--- src/rtl/seq_mult_ctrl.sv ---
// seq_mult_ctrl: sequencing front end for the seq_multiplier shift-add core.
// Accepts operand pairs on a valid/ready handshake and drives the core's
// load/enable pins for one load cycle and BIT_WIDTH shift cycles. It then
// captures the product and returns it on a second valid/ready handshake.
// Optional feature macro: SEQ_MULT_CTRL_ZERO_BYPASS_EN. When it is defined,
// pairs with a zero operand skip the core and return 0 one cycle after accept.
module seq_mult_ctrl #(
   parameter int unsigned BIT_WIDTH = 4
) (
   input  logic                       clk,
   input  logic                       reset,
   input  logic                       in_valid,
   output logic                       in_ready,
   input  logic [BIT_WIDTH-1:0]       in_a,
   input  logic [BIT_WIDTH-1:0]       in_b,
   output logic                       mult_load,
   output logic                       mult_enable,
   output logic [BIT_WIDTH-1:0]       mult_factor1,
   output logic [BIT_WIDTH-1:0]       mult_factor2,
   input  logic [2*BIT_WIDTH-1:0]     mult_product,
   output logic                       res_valid,
   input  logic                       res_ready,
   output logic [2*BIT_WIDTH-1:0]     res_data,
   output logic                       busy
);

   localparam int unsigned CW = $clog2(BIT_WIDTH) + 1;
   // Five states need three bits, so the state register never drops below 3.
   localparam int unsigned SW = (CW < 3) ? 3 : CW;
   localparam logic [CW-1:0] CNT_LAST = CW'(BIT_WIDTH - 1);

   typedef enum logic [SW-1:0] {
      S_IDLE,
      S_LOAD,
      S_RUN,
      S_CAPT,
      S_DONE
   } state_t;

   state_t                   r_state;
   logic [CW-1:0]            r_cnt;
   logic [BIT_WIDTH-1:0]     r_op_a;
   logic [BIT_WIDTH-1:0]     r_op_b;
   logic [2*BIT_WIDTH-1:0]   r_res_data;
   logic                     r_res_valid;

   logic                     w_in_ready;
   logic                     w_load;
   logic                     w_enable;
   logic                     w_busy;

   // Sequencing FSM: operand capture, shift counting, and result registering.
   always_ff @(posedge clk) begin
      if (reset) begin
         r_state     <= S_IDLE;
         r_cnt       <= '0;
         r_op_a      <= '0;
         r_op_b      <= '0;
         r_res_data  <= '0;
         r_res_valid <= 1'b0;
      end else begin
         case (r_state)
            S_IDLE: begin
               if (in_valid) begin
                  r_op_a <= in_a;
                  r_op_b <= in_b;
`ifdef SEQ_MULT_CTRL_ZERO_BYPASS_EN
                  if ((in_a == '0) || (in_b == '0)) begin
                     r_res_data  <= '0;
                     r_res_valid <= 1'b1;
                     r_state     <= S_DONE;
                  end else begin
                     r_state <= S_LOAD;
                  end
`else
                  r_state <= S_LOAD;
`endif
               end
            end
            S_LOAD: begin
               r_cnt   <= '0;
               r_state <= S_RUN;
            end
            S_RUN: begin
               r_cnt <= r_cnt + CW'(1);
               if (r_cnt == CNT_LAST) begin
                  r_state <= S_CAPT;
               end
            end
            S_CAPT: begin
               r_res_data  <= mult_product;
               r_res_valid <= 1'b1;
               r_state     <= S_DONE;
            end
            S_DONE: begin
               // res_valid is always high in DONE, so res_ready alone completes the handshake.
               if (res_ready) begin
                  r_res_valid <= 1'b0;
                  r_state     <= S_IDLE;
               end
            end
            default: begin
               r_state <= S_IDLE;
            end
         endcase
      end
   end

   // Core control and handshake outputs are decoded from the state alone.
   always_comb begin
      w_in_ready = 1'b0;
      w_load     = 1'b0;
      w_enable   = 1'b0;
      w_busy     = 1'b1;
      case (r_state)
         S_IDLE: begin
            w_in_ready = 1'b1;
            w_busy     = 1'b0;
         end
         S_LOAD:  w_load   = 1'b1;
         S_RUN:   w_enable = 1'b1;
         default: ;
      endcase
   end

   assign in_ready     = w_in_ready;
   assign busy         = w_busy;
   assign mult_load    = w_load;
   assign mult_enable  = w_enable;
   assign mult_factor1 = r_op_a;
   assign mult_factor2 = r_op_b;
   assign res_valid    = r_res_valid;
   assign res_data     = r_res_data;

endmodule
--- config.mk ---
export PLATFORM = sky130hd
export DESIGN_NAME = seq_mult_ctrl
export DESIGN_NICKNAME = d
export VERILOG_FILES = /design/src/rtl/seq_mult_ctrl.sv
export SDC_FILE = /design/constraint.sdc
export NUM_CORES = 1
export LEC_CHECK = 0
export CELL_PAD_IN_SITES_DETAIL_PLACEMENT = 0
export CELL_PAD_IN_SITES_GLOBAL_PLACEMENT = 1
export CORE_ASPECT_RATIO = 0.8
export CORE_MARGIN = 2
export CORE_UTILIZATION = 32
export CTS_CLUSTER_SIZE = 12
export DETAILED_ROUTE_END_ITERATION = 10
export GPL_ROUTABILITY_DRIVEN = 0
export MAX_ROUTING_LAYER = met4
export PLACE_DENSITY_LB_ADDON = 0.12
export RECOVER_POWER = 50
export SLEW_MARGIN = 20
export SYNTH_ARGS = -nofsm -noshare
export SYNTH_HDL_FRONTEND = slang
export SYNTH_SLANG_ARGS = --single-unit
--- constraint.sdc ---
create_clock -name clk -period 4.22 [get_ports clk]
set_clock_uncertainty 0.15 [all_clocks]
set_input_delay 0.844 -clock clk [delete_from_list [all_inputs] [get_ports clk]]
set_output_delay 0.844 -clock clk [all_outputs]
set_load 0.005 [all_outputs]
After elaboration in Yosys (flattened, before gate mapping):

Cells that the tools add are included.

* input port bits: 20
* logic and storage cells: 32
* register bits: 23
* output and inout bits: 21

* reductions and logical operators: 6
* equal/unequal tests: 8
* multiplexer cells: 11
* $add $sub $neg: 1

Operators with widths (number)
* one-hot mux 3 bit (5 select lines): 1
* == test 3 x 2 -> 1 bit, second input constant: 3
* two-way mux 3 bit: 3
* inequality test 2 bit, second input constant: 3
* one-hot mux 3 bit (2 select lines): 1
* two-way mux 1 bit: 5
* AND reduction 2 bit: 2
* nonzero test 2 bit: 2
* adder 3 x 1 -> 3 bit, second input constant: 1
* == test 3 x 1 -> 1 bit, second input constant: 1
* == test 3 bit, second input constant: 1
* logical NOT 3 bit: 1
* AND reduction 3 bit: 1
* one-hot mux 1 bit (2 select lines): 1

Longest topological paths before layout:

* depth after elaboration: 3
* depth in mapped cells: 5
* gate-level depth less buffers: 5

Least setup slack after synthesis:

No wires, ideal clock.

* kind: register to output
* start: reg r_state[2]
* end: out in_ready
* cell stages (with the launch flop): 6
* arrival: 887 ps
* data required time: 3226 ps
* buffers on the path: 2
* slack: 2339 ps
* cell sequence: dfxtp_1 -> buf_6 -> clkbuf_1 -> inv_1 -> nand2_1 -> inv_1

* cells in the longest elaborated chain, start to end: 2

Ends and longest elaborated chain
* start: declaration: line 40 `state_t r_state;`
* start signal: assignment: line 55 `r_state <= S_IDLE;`
* start signal: assignment: line 76 `r_state <= S_LOAD;`
* start signal: assignment: line 82 `r_state <= S_RUN;`
* logical NOT 3 bit: line 115 `case (r_state)`
* two-way mux 1 bit: line 115
* end: declaration: line 13 `output logic in_ready,`

Every way passes these cells.

Worst setup path in the final report:

* start: reg r_state[1]
* end: out in_ready

Same word-level chain as after synthesis.

==> results.cfg <==
[critical_path]
crit_buf_inv = 2
cp.arrival_ns = 1.75
crit_required_ns = 3.23
max_stage_delay_ns = 0.49
crit_family = buffers and inverters
path_max_fanout = 16
critPathKind = reg2out
cp_cell_sequence = nor2_1 -> nand2_1 -> inv_1 -> clkdlybuf4s50_1
start_kind = flip-flop
worstSetupEndpointType = output port
cp_slowest_cell = clkdlybuf4s50_1

[sta]
fin_tns_setup_ns = 0
finalHoldViolCount = 0
maxSlewViolCount = 0
finalCritPeriodShare = 0.649
worstMarginPinSlew_ns = 0.803
fmax_mhz = 365
setup_viol = 0
relSlewSlack = 0.463
rsz0062_at_grt = false
period_needed_ns = 2.74

[logic_synthesis]
syn_nets = 129
yosys_warnings = 0
syn_area_per_cell_um2 = 8.96
postSynthCellCount = 107
ys_ff_latch = 23
ys_types = 21
yosysSeqAreaShare = 0.480
synth_area_um2 = 958

[routing]
finalWirelength_mm = 2.26
num_vias = 854
dr.first_iter.drc_count = 10
drc = 0
firstDrtPassIters = 3
ant_nets = 0
wl_per_cell_um = 12.5
via_per_inst = 4.72

[floorplan]
row_count = 17
start_util = 0.341
die_w_um = 65.2
core_mm2 = 0.00281
die_h_um = 53.0
ios = 41
die-area_mm2 = 0.00345

[clock_network]
cts_buffer_depth = 2
cts_tree = done
clk_latency_ns = 0.26
path_clk_slew_ns = 0.07
post-cts-setup-buffers = 0
cts_max_level = 1
cts_resized = 0
cts.sinks = 23
holdBufCountCts = 0
cts-root-buf = clkbuf_8
numCtsBuffers = 3

[finish]
instances_no_fill = 181
mostFrequentLayoutCell = clkdlybuf4s50_1
most-common-layout-cells = 31 x clkdlybuf4s50_1, 23 x dfxtp_1, 18 x nand2_1
fin_area_mm2 = 0.00141
nNetsFinal = 166
layout-drive-gt1-share = 0.0280
syn2layout_area_growth_pct = 47.0
insertedDiodeCount = 0

[grt]
grt_pass1_wl_mm = 3.55
grt_pass1_vias = 774
globalRouteTotalUtil = 0.142
antenna_found_initial = 0
grt_max_degree = 24
grt_overflow = 0

[pwr]
p_per_area_mw_per_mm2 = 321
total_power_uw = 453
ir_drop_mv = 0.171
power_leakage_uw = 0.000571

[flow_run]
maxCapViolCount = 0

[place]
place_inst = 177
placed_area_mm2 = 0.00136
dp_hpwl_mm = 1.64
port_buffers = 40

[outcome]
status = finished clean

[worst_hold_path]
hp-class = reg2reg
[worst min-delay path: cells and delay by family (launching register included)]
family / cells / cell delay, ns
DFF: 1 / 0.31
and+or+nand+nor: 1 / 0.05
AOI/OAI and AO/OA: 1 / 0.05
[cells by family (layout without fill, tap and decap cells)]
logic type / after synthesis / in the layout / share of synthesized area
xor gates and xnor gates: 1 / 1 / 0.00914
DFF: 23 / 23 / 0.480
AOI/OAI and AO/OA: 20 / 20 / 0.108
muxes: 9 / 9 / 0.0940
adders and majority gates: 2 / 2 / 0.0261
and+or+nand+nor: 41 / 41 / 0.226
buffers and inverters: 11 / 47 / 0.0561
[sequential cells by signal, summed over array words and instances, names as in the netlist]
signal,cells
mult_factor1,4
mult_factor2,4
r_cnt,3
r_state,3
res_data,8
res_valid,1
[synthesized netlist by cell type]
| master | number | area (um2) |
|---|---|---|
| inv_1 | 3 | 11.3 |
| nor2_1 | 9 | 33.8 |
| xnor2_1 | 1 | 8.76 |
| a21oi_1 | 13 | 65.1 |
| or4b_1 | 2 | 20.0 |
| nor3_1 | 2 | 10.0 |
| o21ai_0 | 4 | 20.0 |
| clkbuf_1 | 3 | 11.3 |
| dfxtp_1 | 23 | 460 |
| mux2i_1 | 9 | 90.1 |
| nor4b_1 | 2 | 17.5 |
| buf_2 | 4 | 20.0 |
| ha_1 | 2 | 25.0 |
| nand2_1 | 18 | 67.6 |
| nand3_1 | 1 | 5.00 |
| nor4b_2 | 1 | 15.0 |
| buf_6 | 1 | 11.3 |
| nor3b_1 | 2 | 15.0 |
| a31oi_1 | 3 | 18.8 |
| nand3b_1 | 3 | 22.5 |
| nor4bb_1 | 1 | 10.0 |
[power breakdown]
| part | switching (uW) | total (uW) | internal (uW) |
|---|---|---|---|
| sequential | 13.1 | 241 | 228 |
| clock | 64.2 | 131 | 67.3 |
| combinational | 30.5 | 80.5 | 50.0 |
| total | 108 | 453 | 345 |
[worst paths after layout]
path	endpoint	cells after the start	slack, ns	startpoint
setup / recovery	in_ready	4	1.48	r_state[1]
hold / removal	mult_factor1[2]	2	0.30	mult_factor1[2]
setup reg to reg	res_data[1]	3	2.40	r_state[0]
hold reg to reg	mult_factor1[2]	2	0.30	mult_factor1[2]
[layout make-up]
class                           count  area [um2]
Fill cell                         274        1400
Clock buffer                        4        45.0
Sequential cell                    23         460
Inverter                            3        11.3
Tap cell                           38        47.5
Multi-Input combinational cell     73         444
Timing Repair Buffer               40         400
[stage by stage]
step / setup WS, ns / hold slack (ns) / utilization
3_3_place_gp: 1.73 / 0.291 / 0.486
5_1_grt: 1.33 / 0.327 / 0.502
6_report: 1.48 / 0.301 / 0.502
3_5_place_dp: 1.71 / 0.299 / 0.486
4_1_cts: 1.46 / 0.309 / 0.502
2_1_floorplan: 2.34 / 0.303 / -
[layer usage]
metal / GRT usage / routed length (um) / vias to the layer above
li1: - / - / 441
met1: 0.159 / 1010 / 380
met2: 0.240 / 1080 / 28
met3: 0.0383 / 130 / 5
met4: 0.0625 / 40 / 0
met5: - / 0 / -
Power figures use the tool's default switching activity.
